`src/rtl/feat_bram_readback_streamer.sv`:
```
// Streams the GAT new-feature BRAM out in address order after gat_ready rises.
// A tag pipeline tracks reads in flight so the prefetch FIFO can never overflow.
module feat_bram_readback_streamer #(
   parameter int NEW_FEATURE_WIDTH  = 32,
   parameter int NUM_SUBGRAPHS      = 2708,
   parameter int NUM_FEATURE_OUT    = 16,
   parameter int NEW_FEATURE_DEPTH  = NUM_SUBGRAPHS * NUM_FEATURE_OUT,
   parameter int NEW_FEATURE_ADDR_W = $clog2(NEW_FEATURE_DEPTH),
   parameter int BRAM_RD_LATENCY    = 2,
   parameter int FIFO_DEPTH         = 4
) (
   input  logic                          clk,
   input  logic                          rst,
   input  logic                          gat_ready,
   output logic [NEW_FEATURE_ADDR_W+1:0] feat_bram_addrb,
   input  logic [NEW_FEATURE_WIDTH-1:0]  feat_bram_dout,
   output logic [NEW_FEATURE_WIDTH-1:0]  m_tdata,
   output logic                          m_tvalid,
   input  logic                          m_tready,
   output logic                          m_tlast,
   output logic                          busy,
   output logic                          done
);

   localparam int AW = NEW_FEATURE_ADDR_W;
   localparam int PW = (FIFO_DEPTH > 1) ? $clog2(FIFO_DEPTH) : 1;
   localparam int CW = $clog2(FIFO_DEPTH + 1) + 1;
   localparam int L  = BRAM_RD_LATENCY;

   localparam logic [AW-1:0] IDX_LAST = AW'(NEW_FEATURE_DEPTH - 1);
   localparam logic [PW-1:0] PTR_LAST = PW'(FIFO_DEPTH - 1);
   localparam logic [CW-1:0] CREDITS  = CW'(FIFO_DEPTH);

   if (BRAM_RD_LATENCY < 1) begin : g_bad_latency
      $error("BRAM_RD_LATENCY must be at least 1");
   end
   if (FIFO_DEPTH < BRAM_RD_LATENCY + 2) begin : g_bad_fifo
      $error("FIFO_DEPTH must be at least BRAM_RD_LATENCY+2");
   end

   typedef enum logic [1:0] {
      S_IDLE,
      S_READ,
      S_DRAIN
   } state_t;

   state_t                 state;
   logic                   gat_ready_d;
   logic [AW-1:0]          rd_idx;
   logic [AW-1:0]          tx_idx;
   logic [L-1:0]           tag;
   logic [PW-1:0]          wr_ptr;
   logic [PW-1:0]          rd_ptr;
   logic [CW-1:0]          fifo_count;
   logic [CW-1:0]          inflight;
   logic                   busy_q;
   logic                   done_q;
   logic [NEW_FEATURE_WIDTH-1:0] fifo_mem [FIFO_DEPTH];

   logic start;
   logic issue;
   logic fifo_wr;
   logic fifo_empty;
   logic hs;

   always_comb begin
      inflight = '0;
      for (int i = 0; i < L; i++) begin
         inflight = inflight + CW'(tag[i]);
      end
   end

   assign start      = (state == S_IDLE) & gat_ready & ~gat_ready_d;
   assign fifo_empty = (fifo_count == '0);
   assign fifo_wr    = tag[L-1];
   assign hs         = m_tvalid & m_tready;
   assign issue      = (state == S_READ) &&
                       ((inflight + fifo_count) < CREDITS);

   assign feat_bram_addrb = {rd_idx, 2'b00};
   assign m_tvalid        = ~fifo_empty;
   assign m_tdata         = fifo_empty ? '0 : fifo_mem[rd_ptr];
   assign m_tlast         = m_tvalid & (tx_idx == IDX_LAST);
   assign busy            = busy_q;
   assign done            = done_q;

   always_ff @(posedge clk) begin
      if (fifo_wr) begin
         fifo_mem[wr_ptr] <= feat_bram_dout;
      end
   end

   always_ff @(posedge clk) begin
      if (rst) begin
         state       <= S_IDLE;
         gat_ready_d <= 1'b0;
         rd_idx      <= '0;
         tx_idx      <= '0;
         tag         <= '0;
         wr_ptr      <= '0;
         rd_ptr      <= '0;
         fifo_count  <= '0;
         busy_q      <= 1'b0;
         done_q      <= 1'b0;
      end else begin
         gat_ready_d <= gat_ready;
         done_q      <= 1'b0;

         // Stage 0 holds this cycle's issue; the last stage marks dout valid.
         tag[0] <= issue;
         for (int i = 1; i < L; i++) begin
            tag[i] <= tag[i-1];
         end

         if (fifo_wr) begin
            wr_ptr <= (wr_ptr == PTR_LAST) ? '0 : wr_ptr + PW'(1);
         end
         if (hs) begin
            rd_ptr <= (rd_ptr == PTR_LAST) ? '0 : rd_ptr + PW'(1);
            tx_idx <= tx_idx + AW'(1);
         end
         if (fifo_wr && !hs) begin
            fifo_count <= fifo_count + CW'(1);
         end else if (!fifo_wr && hs) begin
            fifo_count <= fifo_count - CW'(1);
         end

         case (state)
            S_IDLE: begin
               if (start) begin
                  state      <= S_READ;
                  busy_q     <= 1'b1;
                  rd_idx     <= '0;
                  tx_idx     <= '0;
                  tag        <= '0;
                  wr_ptr     <= '0;
                  rd_ptr     <= '0;
                  fifo_count <= '0;
               end
            end
            S_READ: begin
               if (issue) begin
                  if (rd_idx == IDX_LAST) begin
                     state <= S_DRAIN;
                  end else begin
                     rd_idx <= rd_idx + AW'(1);
                  end
               end
            end
            S_DRAIN: begin
               if (hs && (tx_idx == IDX_LAST)) begin
                  state  <= S_IDLE;
                  busy_q <= 1'b0;
                  done_q <= 1'b1;
               end
            end
            default: state <= S_IDLE;
         endcase
      end
   end

   always_ff @(posedge clk) begin
      if (!rst && fifo_wr && !hs) begin
         assert (fifo_count < CREDITS);
      end
   end

endmodule

```
`config.mk`:
```
export PLATFORM = sky130hd
export DESIGN_NAME = feat_bram_readback_streamer
export DESIGN_NICKNAME = d
export VERILOG_FILES = /design/src/rtl/feat_bram_readback_streamer.sv
export SDC_FILE = /design/constraint.sdc
export NUM_CORES = 1
export LEC_CHECK = 0
export BUFFER_PORTS_ARGS = -buffer_cell sky130_fd_sc_hd__buf_2
export CORE_MARGIN = 10
export CORE_UTILIZATION = 62
export DETAILED_ROUTE_END_ITERATION = 12
export GPL_TIMING_DRIVEN = 0
export PLACE_DENSITY = 0.95
export SLEW_MARGIN = 20
export SYNTH_ARGS = -nofsm -noshare
export SYNTH_HDL_FRONTEND = slang
export SYNTH_SLANG_ARGS = --single-unit
```
`constraint.sdc`:
```
create_clock -name clk -period 4.1 [get_ports clk]
set_input_delay 0.41 -clock clk [delete_from_list [all_inputs] [get_ports clk]]
set_output_delay 0.41 -clock clk [all_outputs]
set_load 0.05 [all_outputs]
```
==> results_dict.tcl <==
set metrics [dict create \
    synth_area_leaders "edfxtp_1, dfxtp_1, mux4_2, and2_1, nor2_1" \
    status "finished clean" \
    muxShareOfSynthArea_pct 10.3 \
    fp-row-count 39 \
    wire_per_inst_um 23.6 \
    crit_type "flip-flop to output pin" \
    hold_violations 0 \
    max_cap_viol_count 0 \
    start_util_pct 63.2 \
    antenna_left 0 \
    drive_gt1_share_pct 28.9 \
    die_x_um 128 \
    wl_um 17700 \
    first_iter_violations 544 \
    grt_pass1_vias 4946 \
    max_freq_mhz 323 \
    coreArea_um2 11400 \
    whs_ns 0.176 \
    syn_to_final_growth_pct 18.3 \
    ir_worst_vdd_uv 604 \
    remaining_drc_errors 0 \
    synth_top_area_share_pct 53.2 \
    finalClockSkew_ns 0.00747 \
    cp_num_buf_inv 4 \
    use_met2_pct 36.1 \
    cpMaxStageDelayCell "dfxtp_1" \
    hold_path.class "input port to flip-flop" \
    worstMarginPinSlew_ns 0.697 \
    avgSynthCellArea_um2 14.9 \
    antenna_cells 0 \
    start_kind "flip-flop" \
    cp-startpoint "fifo_count[1]" \
    seq_area_frac_synth_pct 66.3 \
    rsz0062_at_grt "no" \
    clockRootBuffer "clkbuf_16" \
    r2r-end "rd_idx[10]" \
    numCtsBuffers 17 \
    setup.worst_path.end_class "output pin" \
    grt_pass1_wl_um 27600 \
    fin_ws_ns 1.00 \
    post-place-ws_ns 1.63 \
    yosysWarnings 0 \
    n_fill_cell 645 \
    ys_types 54 \
    ctsResizeCount 0 \
    synthAdderAreaFrac_pct 1.73 \
    r2r_setup_slack_ns 1.78 \
    dieArea_um2 16400 \
    path_cells "inv_1, ha_1, nor3b_2, inv_2, clkbuf_1, and2_1, buf_2" \
    synth_cells 486 \
    crit_family "buffers and inverters" \
    grt_max_degree 27 \
    synth-compound-area-share_pct 4.61 \
    viasPerCell 6.38 \
    cts_max_level 4 \
    grt_use_met1_pct 25.5 \
    finalNetCount 642 \
    fin_tns_setup_ns 0 \
    cts_setup_buffers 0 \
    gp_congestion 0.887 \
    cts_tree "built" \
    ys_seq_elements 175 \
    use_met3_pct 6.33 \
    synth_ff_type "edfxtp_1" \
    clk_latency_ns 0.45 \
    drv_slew 0 \
    crit_required_ns 3.69 \
    p_leak_nw 3.13 \
    min_period_ns 3.10 \
    synth-simple-area-share_pct 12.7 \
    crit_cells 7 \
    antenna_found_initial 1 \
    timing.slew.headroom_pct 53.5 \
    grt-ovfl-total 0 \
    dieHeight_um 128 \
    port_buffers 86 \
    rr_worst_depth 7 \
    slowest_delay_ns 0.47 \
    synth_edf_count 128 \
    yosys.area.top_type "edfxtp_1" \
    power_density_nw_per_um2 613 \
    crit_end "m_tdata[30]" \
    setup_viol 0 \
    ys_async_sr_fraction_pct 0 \
    synth_xor_area_share_pct 2.30 \
    grt_use_total_pct 21.9 \
    vias 4797 \
    synth_top_family_by_area "simple AND/OR/NAND/NOR gates" \
    cts_buffer_depth 2 \
    arrival_ns 2.69 \
    cts_hold_buf 0 \
    synthesis.area_um2 7220 \
    clkSinkCount 175 \
    rr_startpoint "fifo_count[0]" \
    drtPass1Iterations 8 \
    path_max_fanout 10 \
    grt-busiest-layer "met2" \
    finalCritPeriodShare_pct 75.6 \
    dpl.hpwl_um 11000 \
    ios 90 \
    clk_pin_slew_worst_paths_ns 0.07 \
]
==> metal layers <==
metal | share of wire (%) | wire [um] | up-vias
li1 | - | - | 2074
met2 | 52 | 9180 | 280
met3 | 8.2 | 1450 | 65
met1 | 36 | 6330 | 2376
met5 | 0.040 | 7 | -
met4 | 4.2 | 742 | 2
==> cell families (layout without fill, tap and decap cells) <==
family                   count (synthesis)  after routing
flip-flops                             175            175
AND/OR/NAND/NOR                        170            170
AO/OA/AOI/OAI                           44             44
multiplexers                            34             34
buffers and inverters                   33            155
XOR/XNOR                                19             19
adder cells (fa/ha/maj)                 10             10
other                                    1              2
==> synth_stat cells, types with 3 or more instances <==
master and count:
o211ai_1 3, clkbuf_1 10, xnor2_1 13, and2_1 39, and4_1 5, ha_1 10
nor2b_1 3, a21oi_1 12, nand3_1 13, dfxtp_1 47, mux4_2 32, nor2_1 46
xor2_1 6, buf_2 7, and3_1 14, nand2_1 20, inv_1 11, nand4_1 7
a221o_1 9, edfxtp_1 128, nor4_1 4, nor3_1 7
==> state kept, by name (all words and copies together) (netlist names) <==
name	count
fifo_count	4
fifo_mem	128
wr_ptr	2
rd_idx	16
busy	1
tx_idx	16
rd_ptr	2
gat_ready_d	1
tag	2
done	1
state	2
==> cells in the final DEF (no fill, tap or decap), types with 11 or more instances in the layout <==
| cell | netlist | layout |
|---|---|---|
| nand2_1 | 20 | 20 |
| buf_2 | 7 | 93 |
| nor2_1 | 46 | 46 |
| a21oi_1 | 12 | 12 |
| dfxtp_1 | 47 | 47 |
| xnor2_1 | 13 | 13 |
| mux4_2 | 32 | 32 |
| inv_1 | 11 | 11 |
| and2_1 | 39 | 35 |
| clkbuf_16 | 0 | 17 |
| edfxtp_1 | 128 | 128 |
| nand3_1 | 13 | 13 |
| and3_1 | 14 | 14 |
==> final cells by class <==
| cell class | instances | area [um2] | share of cell area, % |
|---|---|---|---|
| plain buffers | 20 | 98.8 | 1.16 |
| clock buffers | 17 | 425 | 4.98 |
| clock inverters | 15 | 180 | 2.11 |
| inverters | 13 | 48.8 | 0.571 |
| multi-input cells | 279 | 2300 | 26.9 |
| flip-flops and latches | 175 | 4780 | 56.0 |
| well taps | 143 | 179 | 2.10 |
| repair buffers | 90 | 526 | 6.15 |
==> worst min path at each step <==
| stage | from | endpoint | slack (ns) | cells past startpoint |
|---|---|---|---|---|
| 2_1_floorplan | tag[0] | tag[1] | 0.44 | 1 |
| 3_3_place_gp | tag[0] | tag[1] | 0.45 | 1 |
| 3_5_place_dp | tag[0] | tag[1] | 0.46 | 1 |
| 5_1_grt | feat_bram_dout[17] | fifo_mem[0][17] | 0.18 | 1 |
| 4_1_cts | feat_bram_dout[18] | fifo_mem[0][18] | 0.17 | 1 |
| 6_report | feat_bram_dout[18] | fifo_mem[0][18] | 0.18 | 1 |
==> metrics by stage <==
stage	instance area, um2	power [mW]	instances	utilization [%]
2_1_floorplan	7220	3.17	487	-
3_3_place_gp	7830	3.52	716	68.6
3_5_place_dp	7930	3.56	720	69.5
4_1_cts	8540	5.24	752	74.8
5_1_grt	8540	5.38	752	74.8
6_report	8540	5.24	752	74.8
==> where the power goes <==
group          leakage [nW]  switching (mW)  internal, mW
clock                 0.299           0.707         0.967
combinational          1.30            1.18         0.415
sequential             1.53          0.0401          1.93
total                  3.13            1.93          3.31
Power figures use the tool's default switching activity.
